--- src/rtl/inst_fetcher_pkg.sv ---
// Shared definitions for the instruction fetch front end: default widths,
// the JAL opcode, the fetch FSM state encodings and the J-type offset helper.
package inst_fetcher_pkg;

  localparam int InstWidth = 32;
  localparam int AddrWidth = 32;

  localparam logic [6:0] OPCODE_JAL = 7'b1101111;

  typedef enum logic {
    IDLE = 1'b0,
    WAIT = 1'b1
  } fetch_state_e;

  // J-type immediate, byte offset (bit 0 always zero), 21 bits signed.
  function automatic logic [20:0] jal_offset(input logic [31:0] inst);
    return {inst[31], inst[19:12], inst[20], inst[30:21], 1'b0};
  endfunction

endpackage

--- src/rtl/inst_queue.sv ---
// First-word-fall-through queue of fetched {pc, inst, pred} entries.
// Head entry is visible combinationally; output reads zero while empty.
// Push when full and pop when empty are ignored. Flush empties the queue.
module inst_queue #(
  parameter int DEPTH = 16,
  parameter int WIDTH = 65
) (
  input  logic                         clk,
  input  logic                         rst,
  input  logic                         push,
  input  logic                         pop,
  input  logic                         flush,
  input  logic [WIDTH-1:0]             din,
  output logic [WIDTH-1:0]             dout,
  output logic                         empty,
  output logic                         full,
  output logic [$clog2(DEPTH):0]       count
);

  localparam int PTR_W = $clog2(DEPTH);
  localparam int CNT_W = PTR_W + 1;
  localparam logic [CNT_W-1:0] DEPTH_C = CNT_W'(DEPTH);

  logic [WIDTH-1:0] mem [DEPTH];
  logic [PTR_W-1:0] head;
  logic [PTR_W-1:0] tail;
  logic             do_push;
  logic             do_pop;

  assign empty   = (count == '0);
  assign full    = (count == DEPTH_C);
  assign do_push = push & ~full;
  assign do_pop  = pop & ~empty;
  assign dout    = empty ? '0 : mem[head];

  // Pointer and occupancy bookkeeping; pointers wrap naturally (power-of-two depth).
  always_ff @(posedge clk or negedge rst) begin
    if (!rst) begin
      head  <= '0;
      tail  <= '0;
      count <= '0;
    end else if (flush) begin
      head  <= '0;
      tail  <= '0;
      count <= '0;
    end else begin
      if (do_push) tail <= tail + 1'b1;
      if (do_pop)  head <= head + 1'b1;
      case ({do_push, do_pop})
        2'b10:   count <= count + 1'b1;
        2'b01:   count <= count - 1'b1;
        default: count <= count;
      endcase
    end
  end

  // Entry storage; contents are only observed through the valid-masked head.
  always_ff @(posedge clk) begin
    if (do_push && !flush) mem[tail] <= din;
  end

endmodule

--- src/rtl/inst_fetcher.sv ---
// Instruction fetch stage: issues one sequential fetch at a time to the
// memory controller, queues responses with their PC for the decoder, and
// restarts from clr_pc on a flush.
// Optional macro IF_PREDECODE_JAL_EN: predecode JAL responses so the next
// fetch goes to the jump target and the entry is marked predicted-taken.
module inst_fetcher
  import inst_fetcher_pkg::*;
#(
  parameter int QUEUE_DEPTH = 16,
  parameter int ADDR_WIDTH  = AddrWidth,
  parameter int INST_WIDTH  = InstWidth
) (
  input  logic                  clk,
  input  logic                  rst,
  input  logic                  rdy,
  input  logic                  clr,
  input  logic [ADDR_WIDTH-1:0] clr_pc,
  output logic                  MC_req,
  output logic [ADDR_WIDTH-1:0] MC_addr,
  input  logic                  MC_enable,
  input  logic [INST_WIDTH-1:0] MC_inst,
  output logic                  DC_valid,
  output logic [INST_WIDTH-1:0] DC_inst,
  output logic [ADDR_WIDTH-1:0] DC_pc,
  output logic                  DC_pred_taken,
  input  logic                  DC_ready
);

  localparam int CNT_W   = $clog2(QUEUE_DEPTH) + 1;
  localparam int ENTRY_W = ADDR_WIDTH + INST_WIDTH + 1;
  localparam logic [CNT_W-1:0] DEPTH_C = CNT_W'(QUEUE_DEPTH);

  fetch_state_e          state, state_n;
  logic [ADDR_WIDTH-1:0] pc, pc_n;
  logic [ADDR_WIDTH-1:0] addr_n;
  logic                  req_n;
  logic [ADDR_WIDTH-1:0] next_pc;
  logic                  pred;

  logic                  q_push, q_pop, q_flush;
  logic                  q_empty, q_full;
  logic [CNT_W-1:0]      q_count;
  logic [ENTRY_W-1:0]    q_dout;

`ifdef IF_PREDECODE_JAL_EN
  logic        is_jal;
  logic [20:0] jal_off;

  assign is_jal  = (MC_inst[6:0] == OPCODE_JAL);
  assign jal_off = jal_offset(MC_inst);
  assign next_pc = is_jal ? pc + {{(ADDR_WIDTH-21){jal_off[20]}}, jal_off}
                          : pc + ADDR_WIDTH'(4);
  assign pred    = is_jal;
`else
  assign next_pc = pc + ADDR_WIDTH'(4);
  assign pred    = 1'b0;
`endif

  // Next-state, request and queue control; flush overrides everything, rdy=0 holds.
  always_comb begin
    state_n = state;
    pc_n    = pc;
    req_n   = MC_req;
    addr_n  = MC_addr;
    q_push  = 1'b0;
    q_pop   = 1'b0;
    q_flush = 1'b0;
    if (rdy) begin
      if (clr) begin
        q_flush = 1'b1;
        pc_n    = clr_pc;
        req_n   = 1'b0;
        state_n = IDLE;
      end else begin
        q_pop = DC_valid & DC_ready;
        case (state)
          IDLE: begin
            if (q_count < DEPTH_C) begin
              req_n   = 1'b1;
              addr_n  = pc;
              state_n = WAIT;
            end
          end
          WAIT: begin
            if (MC_enable && !q_full) begin
              q_push  = 1'b1;
              pc_n    = next_pc;
              req_n   = 1'b0;
              state_n = IDLE;
            end
          end
          default: state_n = IDLE;
        endcase
      end
    end
  end

  // FSM state, fetch PC and the registered memory-controller request.
  always_ff @(posedge clk or negedge rst) begin
    if (!rst) begin
      state   <= IDLE;
      pc      <= '0;
      MC_req  <= 1'b0;
      MC_addr <= '0;
    end else begin
      state   <= state_n;
      pc      <= pc_n;
      MC_req  <= req_n;
      MC_addr <= addr_n;
    end
  end

  inst_queue #(
    .DEPTH (QUEUE_DEPTH),
    .WIDTH (ENTRY_W)
  ) u_queue (
    .clk   (clk),
    .rst   (rst),
    .push  (q_push),
    .pop   (q_pop),
    .flush (q_flush),
    .din   ({pc, MC_inst, pred}),
    .dout  (q_dout),
    .empty (q_empty),
    .full  (q_full),
    .count (q_count)
  );

  assign DC_valid = ~q_empty;
  assign {DC_pc, DC_inst, DC_pred_taken} = q_dout;

endmodule

--- config.mk ---
export PLATFORM = sky130hd
export DESIGN_NAME = inst_fetcher
export DESIGN_NICKNAME = d
export VERILOG_FILES = /design/src/rtl/inst_fetcher_pkg.sv /design/src/rtl/inst_queue.sv /design/src/rtl/inst_fetcher.sv
export SDC_FILE = /design/constraint.sdc
export NUM_CORES = 1
export LEC_CHECK = 0
export BUFFER_PORTS_ARGS = -buffer_cell sky130_fd_sc_hd__buf_2
export CORE_UTILIZATION = 30
export CTS_CLUSTER_SIZE = 16
export DETAILED_ROUTE_END_ITERATION = 16
export PLACE_DENSITY = 0.48
export SLEW_MARGIN = 20
export SYNTH_ARGS = -nofsm -noshare
export SYNTH_HDL_FRONTEND = slang
export SYNTH_SLANG_ARGS = --single-unit
--- constraint.sdc ---
create_clock -name clk -period 10.2 [get_ports clk]
set_clock_uncertainty 0.15 [all_clocks]
set_input_delay 0.51 -clock clk [delete_from_list [all_inputs] [get_ports clk]]
set_output_delay 0.51 -clock clk [all_outputs]
set_load 0.02 [all_outputs]
# Word-level counts from Yosys, hierarchy flattened
# Memory sizes are Yosys's and may differ from the RTL's.
# Cells that the tools add are included.
[totals] register_bits=79 latch_bits=0 ramBits=1024 rom_bits=0 inputBits=70 word_cells=67 n_memories=1
[classes] add_sub_neg=5 n_mul=0 n_div=0 magnitude_cmp=1 eq_ne=5 n_shift=0 n_mux=28 bitwise_logic=7 n_reduce_logical=13
[memory_table] name="u_queue.mem" words=16 width=64 read_ports=1 rd_ports_with_merged_regs=0 write_ports=1 line_no="inst_queue.sv:24" rtl="logic [WIDTH-1:0] mem [DEPTH];"
[op_table] op="32-bit 2-to-1 mux" count=3
[op_table] op="65-bit 2-to-1 mux" count=1
[op_table] op="32-bit by 3-bit adder with 32-bit output, second input constant" count=1
[op_table] op="1-bit 2-to-1 mux" count=16
[op_table] op="4-bit 2-to-1 mux" count=4
[op_table] op="5-bit case mux with 2 select lines" count=1
[op_table] op="4-bit by 1-bit adder with 4-bit output, second input constant" count=2
[op_table] op="2-bit nonzero test" count=4
[op_table] op="3-bit AND reduction" count=2
[op_table] op="5-bit by 1-bit adder with 5-bit output, second input constant" count=1
[op_table] op="5-bit == test, second input constant" count=1
[op_table] op="5-bit logical NOT" count=1
[op_table] op="5-bit less-than comparator, second input constant" count=1
[op_table] op="5-bit 2-to-1 mux" count=1
[op_table] op="5-bit by 1-bit subtractor with 5-bit output, second input constant" count=1
[op_table] op="1-bit inverter" count=4
[op_table] op="1-bit case mux with 2 select lines" count=2
[op_table] op="4-bit AND reduction" count=1
[op_table] op="1-bit bitwise AND" count=3
[op_table] op="3-bit by 2-bit inequality test with 1-bit output, second input constant" count=1
[op_table] op="3-bit inequality test, second input constant" count=1
[op_table] op="3-bit nonzero test" count=1
[op_table] op="2-bit by 1-bit == test with 1-bit output, second input constant" count=1
[op_table] op="2-bit == test, second input constant" count=1
[op_table] op="2 further kinds" count=4

# Depth between registers and ports, before layout
# Gate-level depths: netlist of run 1.
[logic_depth] ltp_word=11 depth_mapped=12

# By module
# From an unflattened synthesis of run 1, not the netlist that was laid out.
[hier_totals] hier_cells=2037 area_unflattened_um2=43571.8
[modules_own_cells] module="inst_queue" instances=1 cells_each=1705 area_each_um2=40209.8 seq_area_each_um2=31555.3
[modules_own_cells] module="inst_fetcher" instances=1 cells_each=332 area_each_um2=3362.0 seq_area_each_um2=1651.6

# Least setup slack after synthesis of run 1
# OpenSTA, ideal clock, no wires.
[synth_path] path_type="input port to flip-flop" start="input clr" end="memory u_queue.mem[3][0] (netlist bit), enable pin" setup_ps=644 arrival_time_ps=7420 slack_ps=1986 cell_stages=6 n_path_buf=3 path_cell_list="clkbuf_1 nor2b_1 clkbuf_1 o211ai_1 buf_2 nor4_1"
[synth_via] elab_chain_cells=6 word_cells_on_any_way=9 classes_between="mux (6); bitwise (1); reduce/logical (2)"
[synth_rtl] element="from (decl)" line_no="inst_fetcher.sv:16" rtl="input logic clr,"
[synth_rtl] element="1-bit 2-to-1 mux" line_no="inst_fetcher.sv:69" rtl="if (clr) begin"
[synth_rtl] element="1-bit 2-to-1 mux" line_no="inst_fetcher.sv:68" rtl="if (rdy) begin"
[synth_rtl] element="1-bit bitwise AND or 1-bit logical NOT (tied branches)" line_no="inst_queue.sv:32, inst_queue.sv:59"
[synth_rtl] element="1-bit logical AND (*)" line_no="inst_queue.sv:59" rtl="if (do_push && !flush) mem[tail] <= din;"
[synth_rtl] element="1-bit 2-to-1 mux (*)" line_no="inst_queue.sv:59"
[synth_rtl] element="1-bit 2-to-1 mux (not written as such) (*)" line_no="inst_queue.sv:59"
[synth_rtl] element="to (decl)" line_no="inst_queue.sv:24"
# Mark *: on every way between the ends. The rest lies on a longest branch, timed or not.

# Final worst setup path of run 1
[layout_path] start="register u_queue.head[0]" end="output DC_pc[29]"
[layout_via] elab_chain_cells=2
[layout_rtl] element="from (decl)" line_no="inst_queue.sv:25" rtl="logic [PTR_W-1:0] head;"
[layout_rtl] element="from (signal assigned)" line_no="inst_queue.sv:48" rtl="if (do_pop) head <= head + 1'b1;"
[layout_rtl] element="memory read 16 x 64 bit"
[layout_rtl] element="65-bit 2-to-1 mux" line_no="inst_queue.sv:34" rtl="assign dout = empty ? '0 : mem[head];"
[layout_rtl] element="to (decl)" line_no="inst_fetcher.sv:24" rtl="output logic [ADDR_WIDTH-1:0] DC_pc,"
# No other way between the ends.

==> results of run 1 <==
==> layout by cell type, fill, tap and decap left out, types with 6 or more instances in the layout <==
cell / n
clkinvlp_4: 10
a22oi_1: 14
and2_4: 8
clkbuf_1: 25
and3_1: 7
clkinv_2: 31
mux2_2: 32
nand3_1: 31
o21ai_0: 25
buf_4: 41
a31oi_1: 7
o22ai_1: 7
edfxtp_1: 1024
nor3_1: 7
nor4_2: 6
mux4_2: 320
bufinv_16: 7
o311ai_0: 8
ha_1: 8
dlygate4sd3_1: 63
nand2_1: 32
and2_1: 65
clkinv_1: 14
inv_1: 13
dfrtp_1: 75
or4_1: 7
nor2_1: 25
clkbuf_16: 112
a21oi_1: 18
nand4_1: 13
buf_2: 166
==> worst reg2reg max path, delay by kind of cell (launching register included) <==
family	cells	cell delay, ns
buffers and inverters	2	1.10
flip-flops	1	0.52
AND/OR/NAND/NOR	4	1.57
AO/OA/AOI/OAI	1	0.12
==> per-layer routing <==
metal,share of wire,vias up
met4,0.018,0
met2,0.48,577
met1,0.45,11400
met3,0.049,141
met5,0,-
li1,-,8740
==> layout make-up <==
| type | instances | area, um^2 | area share |
|---|---|---|---|
| antenna | 1 | 2.50 | 0.0000497 |
| tap | 1890 | 2360 | 0.0469 |
| inverter | 15 | 57.6 | 0.00114 |
| clock inverter | 72 | 646 | 0.0128 |
| clock buffer | 138 | 2910 | 0.0578 |
| multi-input combinational | 704 | 9830 | 0.195 |
| sequential | 1103 | 32700 | 0.650 |
| timing repair buffer | 273 | 1820 | 0.0361 |
==> sequential cells by signal (all words and copies together) (netlist names) <==
name           count
u_queue.tail       4
MC_req             1
u_queue.mem     1024
MC_addr           32
u_queue.head       4
u_queue.count      5
state              1
pc                32
==> how the worst max path moves through the flow <==
stage	startpoint	slack [ns]	cells past startpoint	endpoint
after floorplan	clr	1.99	6	u_queue.mem[3][0]
after global placement	u_queue.head[0]	5.35	6	DC_pc[29]
after detailed placement	u_queue.head[0]	5.35	6	DC_pc[29]
after CTS	u_queue.head[0]	4.55	6	DC_pc[29]
after global routing	u_queue.head[0]	4.35	6	DC_inst[10]
final	u_queue.head[0]	4.83	6	DC_pc[29]
==> metrics by stage <==
stage	hold WS [ns]	total power [W]
final	0.109	0.0104
after floorplan	0.0644	0.00605
after CTS	0.0404	0.0105
after global routing	0.0935	0.0107
after detailed placement	0.341	0.00649
after global placement	0.338	0.00647
==> power breakdown <==
part	switching [W]	total, W	internal [W]
combinational	0.000574	0.00106	0.000489
sequential	0.000219	0.00532	0.00510
clock	0.00175	0.00397	0.00222
==> cell families (layout without fill, tap and decap cells) <==
logic type | Yosys count | after routing | share of synthesized area
AO/OA/AOI/OAI | 113 | 113 | 0.0180
XOR/XNOR | 3 | 3 | 0.000611
adder cells (fa/ha/maj) | 8 | 8 | 0.00233
buffers and inverters | 124 | 498 | 0.0131
flip-flops | 1103 | 1103 | 0.760
multiplexers | 357 | 357 | 0.177
other | 1 | 2 | 0.0000871
AND/OR/NAND/NOR | 222 | 222 | 0.0284
==> reports/results.txt, run 1 <==
status: finished clean
CTS tree: yes
Worst path slowest cell: dfrtp_4
worst hold path cell count: 3
first-pass GRT wire length: 160 mm
Yosys cell types: 64
Mapped Nets: 2009
Root Buffer: clkbuf_16
DRC viols: 0
max-cap viol count: 0
RSZ-0062 raised after global routing: no
Post-synth top flop: edfxtp_1
GRT Total Usage: 0.153
CP max FO: 43
global routing usage on met2: 0.247
CP peak stage delay: 1.00 ns
non-filler cells, final: 4196
WHS Endpoint: u_queue.head[0]
met3 Resource Use GR: 0.0290
worst-margin pin slew: 1.05 ns
vias in the first global route: 21976
period utilisation layout: 0.526
minimum clock period: 5.37 ns
flop-to-flop setup slack: 6.28 ns
VDD IR max: 128 uV
share of post-route cells with drive strength above 1: 0.332
port bufs: 167
die span in y: 381 um
Post-CTS Setup Bufs: 0
# setup viols final: 0
Place WS: 5.35 ns
P_leak: 15.7 nW
CORE AREA: 142000 um^2
Bufs on Longest Clock Path: 3
fmax: 0.186 GHz
Avg WL per Cell: 26.5 um
I/O pin total: 169
GR peak layer: met2
post-CTS sizing: 0
worst path cell trace: buf_4 -> buf_4 -> mux4_2 -> mux4_2 -> and2_1 -> buf_2
count of clock tree sinks: 1103
Iteration-0 DRC Markers: 1718
post-route ant nets: 0
clk_lat worst skew: 0.71 ns
CP top delay family: buffers and inverters
Crit path required time: 9.54 ns
top-count cell post-synth: edfxtp_1
Rows: 138
H-Tree Depth: 3
met1 usage: 0.213
chip width: 381 um
worst r2r dst: u_queue.mem[11][20]
Seq/Total Area, Yosys: 0.760
R2R cell count: 7
Hold Buf Count CTS: 63
Hold Path Origin: DC_ready
Post-Syn Area: 43000 um^2
Syn-to-layout area delta: 17.1%
Fillers: 13128
DP Area: 46200 um^2
final hold viol count: 0
post-layout util: 0.355
DP Wirelength: 57.5 mm
largest net degree at the start of global routing: 108
die area: 145000 um^2
Slew Viols, Final: 0
synthesized instance count: 1931
WS Path Type: reg -> out
FFs w/ async S/R, synth: 0.0716
final worst-path setup slack: 4.83 ns
CP arrival: 4.71 ns
Vias/cell: 4.97
Nets: 2287
EDFF count, synth: 1024
Mean Syn Cell Area: 22.3 um^2
top cells by instance count after synthesis: edfxtp_1 (1024), mux4_2 (320), dfrtp_1 (79)
initial antenna violation count: 1
FF-to-FF Start: u_queue.count[1]
TNS Setup: 0 ns
Design Area, Final: 50400 um^2
drt pass-1 iters: 5
Hold WC Path Type: in -> reg
crit path capture type: output port
Post-Place Cells: 3922
Clock Pin Slew Worst Setup and Hold Paths: 0.06 ns
GPL Wtd Cong: 0.749
Yosys top cell by area: edfxtp_1
Synth area leaders: edfxtp_1 (71%), mux4_2 (17%), dfrtp_1 (4.6%)
Warnings, synthesis: 0
number of buffers and inverters on the critical path: 3
CP startpoint kind: flip-flop
Num CTS Buffers: 112
#FFs+latches synth: 1103
Initial Util: 0.303
power density over the cells: 205 nW/um^2
grt ovf: 0
Yosys top cell area share: 0.715
DR vias: 20858
drt total wl: 111 mm
Rel. slew slack: 0.299
Power figures use the tool's default switching activity.
==> run 2: changes to the inputs <==
Settings changed: PLACE_DENSITY 0.48 to 0.49.
Clock period 10.2 ns to 4.77 ns, I/O delays scaled along.
==> reports/results.txt, run 2 (synthesis results as in run 1) <==
vias in the first global route: 22602 (was 21976)
Slew Viols, Final: 0 (unchanged)
count of clock tree sinks: 1103 (unchanged)
DR vias: 21134 (was 20858)
Initial Util: 0.303 (unchanged)
clk_lat worst skew: 0.72 ns (was 0.71 ns)
WS Path Type: reg -> out (unchanged)
commonest non-fill, non-tap cells in the layout: edfxtp_1 (1024), mux4_2 (320), buf_2 (166) (unchanged)
Bufs on Longest Clock Path: 3 (unchanged)
Worst path slowest cell: dfrtp_4 (unchanged)
Place WS: 1.47 ns (was 5.35 ns)
R2R cell count: 7 (unchanged)
Register Area: 32700 um^2 (unchanged)
status: finished clean (unchanged)
Clock Pin Slew Worst Setup and Hold Paths: 0.06 ns (about the same)
post-CTS sizing: 0 (unchanged)
Setup crit end: DC_pc[23] (was DC_pc[29])
Fillers: 13013 (was 13128)
Top Registers: u_queue.mem x1024, MC_addr x32, pc x32 (unchanged)
die area: 145000 um^2 (unchanged)
Root Buffer: clkbuf_16 (unchanged)
crit path capture type: output port (unchanged)
minimum clock period: 3.96 ns
Post-Place Cells: 3950 (was 3922)
number of buffers and inverters on the critical path: 3 (unchanged)
Crit path depth: 6 (unchanged)
Design Area, Final: 51600 um^2 (was 50400 um^2)
Nets: 2351 (was 2287)
CP arrival: 3.57 ns (was 4.71 ns)
share of post-route cells with drive strength above 1: 0.334 (was 0.332)
CTS tree: yes (unchanged)
Rel. slew slack: 0.277 (was 0.299)
flop-to-flop setup slack: 0.82 ns (was 6.28 ns)
# setup viols final: 0 (unchanged)
port bufs: 167 (unchanged)
worst r2r dst: pc[25] (was u_queue.mem[11][20])
Max Used Layer: met4 (unchanged)
largest net degree at the start of global routing: 78 (was 108)
non-filler cells, final: 4264 (was 4196)
H-Tree Depth: 3 (unchanged)
CORE AREA: 142000 um^2 (unchanged)
grt ovf: 0 (unchanged)
final worst-path setup slack: 0.810 ns (was 4.83 ns)
Crit. Startpoint: u_queue.head[0] (unchanged)
RSZ-0062 raised after global routing: no (unchanged)
max reg flops: 1024 (unchanged)
chip width: 381 um (unchanged)
Largest Register: u_queue.mem (unchanged)
Multi-input gate area: 9870 um^2 (was 9830 um^2)
Rows: 138 (unchanged)
GRT Total Usage: 0.154 (was 0.153)
max-cap viol count: 0 (unchanged)
period utilisation layout: 0.830
P_leak: 16.2 nW (was 15.7 nW)
initial antenna violation count: 5 (was 1)
GPL Wtd Cong: 0.735 (was 0.749)
post-route ant nets: 0 (unchanged)
Crit path top cell by count: mux4_2
worst path cell trace: buf_12 -> buf_4 -> mux4_2 -> mux4_2 -> and2_1 -> buf_2 (was buf_4 -> buf_4 -> mux4_2 -> mux4_2 -> and2_1 -> buf_2)
final hold viol count: 0 (unchanged)
Iteration-0 DRC Markers: 2099 (was 1718)
DP Wirelength: 61.0 mm (was 57.5 mm)
power density over the cells: 444 nW/um^2 (was 205 nW/um^2)
first-pass GRT wire length: 163 mm (was 160 mm)
fmax: 0.253 GHz
worst-margin pin slew: 1.08 ns (was 1.05 ns)
met3 WL: 5.64 mm (was 5.43 mm)
Hold WC Path Type: in -> reg (unchanged)
VDD IR max: 323 uV (was 128 uV)
total power: 0.0229 W (was 0.0104 W)
CP peak stage delay: 0.76 ns (was 1.00 ns)
met2 WL: 54.1 mm (was 53.7 mm)
most common cell after layout, fill and taps aside: edfxtp_1 (unchanged)
drt pass-1 iters: 6 (was 5)
DP Area: 46800 um^2 (was 46200 um^2)
TNS Setup: 0 ns (unchanged)
wl on met1: 50.3 mm (was 49.9 mm)
CP max FO: 29 (was 43)
FF-to-FF Start: pc[5] (was u_queue.count[1])
DRC viols: 0 (unchanged)
Crit path required time: 4.38 ns (was 9.54 ns)
I/O pin total: 169 (unchanged)
Num CTS Buffers: 118 (was 112)
die span in y: 381 um (unchanged)
Syn-to-layout area delta: 20.0% (was 17.1%)
drt total wl: 112 mm (was 111 mm)
Vias/cell: 4.96 (was 4.97)
CP top delay family: multiplexers (was buffers and inverters)
Avg WL per Cell: 26.3 um (was 26.5 um)
CP startpoint kind: flip-flop (unchanged)
==> run 2: where the power goes <==
part           switching (W)  leakage, nW  internal (W)
Sequential          0.000448         10.2        0.0109
Clock                0.00384         1.87       0.00528
Combinational        0.00130         4.19       0.00113
Total                0.00559         16.2        0.0173
==> run 2: final cells by class <==
class,instances,share of cell area
antenna,2,0.0000969
clock buffer,140,0.0590
clock inverter,79,0.0163
inverter,15,0.00111
multi-input combinational,704,0.191
sequential,1103,0.634
tap,1890,0.0458
timing repair buffer,331,0.0525
==> run 2: worst min-delay path by stage <==
stage                     startpoint          to  slack, ns  depth (start not counted)
after global placement           rst       pc[1]       0.09                          1
after global routing       clr_pc[0]       pc[0]       0.09                          4
final                      clr_pc[0]       pc[0]       0.12                          4
after floorplan                  rst  MC_addr[0]      -0.21                          0
after detailed placement         rst       pc[1]       0.08                          1
after CTS                  clr_pc[0]       pc[0]       0.04                          4
==> run 2: per-stage QoR <==
stage,util,hold slack (ns)
floorplan,-,-0.207
global placement,0.330,0.0856
detailed placement,0.330,0.0819
CTS,0.364,0.0367
global route,0.364,0.0863
finish,0.364,0.123
==> run 2: metal layers <==
| metal | global-route usage | up-vias |
|---|---|---|
| met5 | 0 | - |
| met4 | 0.0368 | 0 |
| met2 | 0.248 | 630 |
| li1 | - | 8873 |
| met1 | 0.215 | 11478 |
| met3 | 0.0304 | 153 |
==> run 2: worst min-delay path, stage by stage <==
cell and delay (ns):
dlygate4sd3_1 0.53, buf_2 0.10, nand2_1 0.04, nand2_1 0.05
==> run 2: timing repair <==
action / CTS / global route
endpoints found under the hold margin: 633 / 0
buffers inserted: 0 / 0
hold buffers: 93 / 0
==> run 3: changes to the inputs <==
Clock period 4.77 ns to 3.3 ns, I/O delays scaled along.
==> reports/results.txt, run 3 (synthesis results as in run 1) <==
status: finished with violations (was finished clean)
failing checks: setup timing
port bufs: 167 (unchanged)
max-cap viol count: 0 (unchanged)
Nets: 2419 (was 2351)
initial antenna violation count: 7 (was 5)
Rows: 138 (unchanged)
final worst-path setup slack: -0.123 ns (was 0.810 ns)
met3 WL: 5.48 mm (was 5.64 mm)
CP peak stage delay: 0.54 ns (was 0.76 ns)
clk_lat worst skew: 0.73 ns (was 0.72 ns)
max reg flops: 1024 (unchanged)
first-pass GRT wire length: 169 mm (was 163 mm)
grt ovf: 0 (unchanged)
worst path cell trace: buf_16 -> buf_12 -> buf_12 -> buf_12 -> mux4_2 -> mux4_2 -> and2_4 -> buf_6 (was buf_12 -> buf_4 -> mux4_2 -> mux4_2 -> and2_1 -> buf_2)
Fillers: 12926 (was 13013)
Bufs on Longest Clock Path: 3 (unchanged)
flop-to-flop setup slack: 0.17 ns (was 0.82 ns)
final hold viol count: 0 (unchanged)
power density over the cells: 637 nW/um^2 (was 444 nW/um^2)
CTS tree: yes (unchanged)
die area: 145000 um^2 (unchanged)
FF-to-FF Start: u_queue.count[2] (was pc[5])
Iteration-0 DRC Markers: 1737 (was 2099)
Crit. Startpoint: u_queue.head[0] (unchanged)
Crit path top cell by count: buf_12 (was mux4_2)
post-layout util: 0.375 (was 0.364)
count of clock tree sinks: 1103 (unchanged)
Hold WC Path Type: in -> reg (unchanged)
Initial Util: 0.303 (unchanged)
vias in the first global route: 23110 (was 22602)
R2R cell count: 8 (was 7)
# setup viols final: 47 (was 0)
Top Registers: u_queue.mem x1024, MC_addr x32, pc x32 (unchanged)
period utilisation layout: 1.04
Num CTS Buffers: 119 (was 118)
CP arrival: 3.11 ns (was 3.57 ns)
share of post-route cells with drive strength above 1: 0.371 (was 0.334)
post-route ant nets: 0 (unchanged)
most common cell after layout, fill and taps aside: edfxtp_1 (unchanged)
Setup crit end: DC_pc[12] (was DC_pc[23])
CP max FO: 7 (was 29)
WS Path Type: reg -> out (unchanged)
Avg WL per Cell: 26.9 um (was 26.3 um)
crit path capture type: output port (unchanged)
chip width: 381 um (unchanged)
H-Tree Depth: 3 (unchanged)
number of buffers and inverters on the critical path: 5 (was 3)
DR vias: 21574 (was 21134)
CP startpoint kind: flip-flop (unchanged)
GPL Wtd Cong: 0.792 (was 0.735)
drt total wl: 117 mm (was 112 mm)
Largest Register: u_queue.mem (unchanged)
worst r2r dst: pc[4] (was pc[25])
Clock Pin Slew Worst Setup and Hold Paths: 0.06 ns (about the same)
Root Buffer: clkbuf_16 (unchanged)
P_leak: 16.9 nW (was 16.2 nW)
CORE AREA: 142000 um^2 (unchanged)
die span in y: 381 um (unchanged)
# diodes: 0 (was 2)
Slew Viols, Final: 0 (unchanged)
worst-margin pin slew: 1.11 ns (was 1.08 ns)
VDD IR max: 479 uV (was 323 uV)
Worst path slowest cell: dfrtp_4 (unchanged)
Syn-to-layout area delta: 23.7% (was 20.0%)
I/O pin total: 169 (unchanged)
drt pass-1 iters: 8 (was 6)
met2 WL: 56.8 mm (was 54.1 mm)
largest net degree at the start of global routing: 80 (was 78)
Crit path depth: 8 (was 6)
CP top delay family: multiplexers (unchanged)
Place WS: 0.238 ns (was 1.47 ns)
commonest non-fill, non-tap cells in the layout: edfxtp_1 (1024), mux4_2 (320), buf_2 (136) (was edfxtp_1 (1024), mux4_2 (320), buf_2 (166))
Rel. slew slack: 0.257 (was 0.277)
Crit path required time: 2.98 ns (was 4.38 ns)
Max Used Layer: met5 (was met4)
GRT Total Usage: 0.161 (was 0.154)
RSZ-0062 raised after global routing: yes (was no)
DRC viols: 0 (unchanged)
worst hold path cell count: 4 (unchanged)
Vias/cell: 4.97 (was 4.96)
fmax: 0.292 GHz
DP Wirelength: 61.9 mm (was 61.0 mm)
minimum clock period: 3.42 ns
wl on met1: 52.7 mm (was 50.3 mm)
-- run 3: report_power, final --
| part | switching [W] | internal, W | total (W) |
|---|---|---|---|
| Combinational | 0.00256 | 0.00245 | 0.00501 |
| Clock | 0.00549 | 0.00732 | 0.0128 |
| Sequential | 0.000337 | 0.0158 | 0.0161 |
-- run 3: what timing repair did --
action,4_1_cts,5_1_grt
endpoints found under the setup margin,64,64
hold buffers,80,1
pin swaps,2,4
cloned,22,5
buffers inserted,20,5
endpoints found under the hold margin,636,77
gates resized for setup,138,16
-- run 3: stage by stage --
step                      std cells  total power, W  hold slack [ns]  setup TNS, ns  cell area (um^2)
after floorplan                1931          0.0187           -0.281         -85.67             43100
after global placement         3983          0.0203            0.210              0             47300
after detailed placement       3983          0.0204            0.218              0             47300
after CTS                      4331          0.0343          0.00278          -9.38             53100
after global routing           4337          0.0352           0.0717          -8.39             53200
final                          4337          0.0339           0.0853          -2.88             53200
-- run 3: routing by layer --
layer / vias to the layer above / GRT usage
met4: 4 / 0.0373
met2: 634 / 0.263
met3: 129 / 0.0249
met1: 11779 / 0.227
met5: - / 0
li1: 9028 / -
-- run 3: final cells by class --
cell class | instances | area (um^2) | share of cell area
Inverter | 15 | 68.8 | 0.00129
Clock inverter | 75 | 581 | 0.0109
Multi-Input combinational cell | 704 | 9960 | 0.187
Timing Repair Buffer | 398 | 4320 | 0.0811
Sequential cell | 1103 | 32700 | 0.615
Clock buffer | 152 | 3210 | 0.0602
Tap cell | 1890 | 2360 | 0.0444
-- run 3: worst min path at each step --
stage          startpoint          to  slack [ns]
2_1_floorplan         rst  MC_addr[0]       -0.28
3_3_place_gp    clr_pc[0]       pc[0]        0.21
3_5_place_dp    clr_pc[0]       pc[0]        0.22
4_1_cts        clr_pc[14]      pc[14]       0.003
5_1_grt        clr_pc[28]      pc[28]        0.07
6_report       clr_pc[17]      pc[17]        0.09
-- run 3: worst min-delay path, delay by kind of cell --
kind / cells / cell delay (ns)
buf+inv: 2 / 0.63
simple gates: 1 / 0.08
compound gates: 1 / 0.06
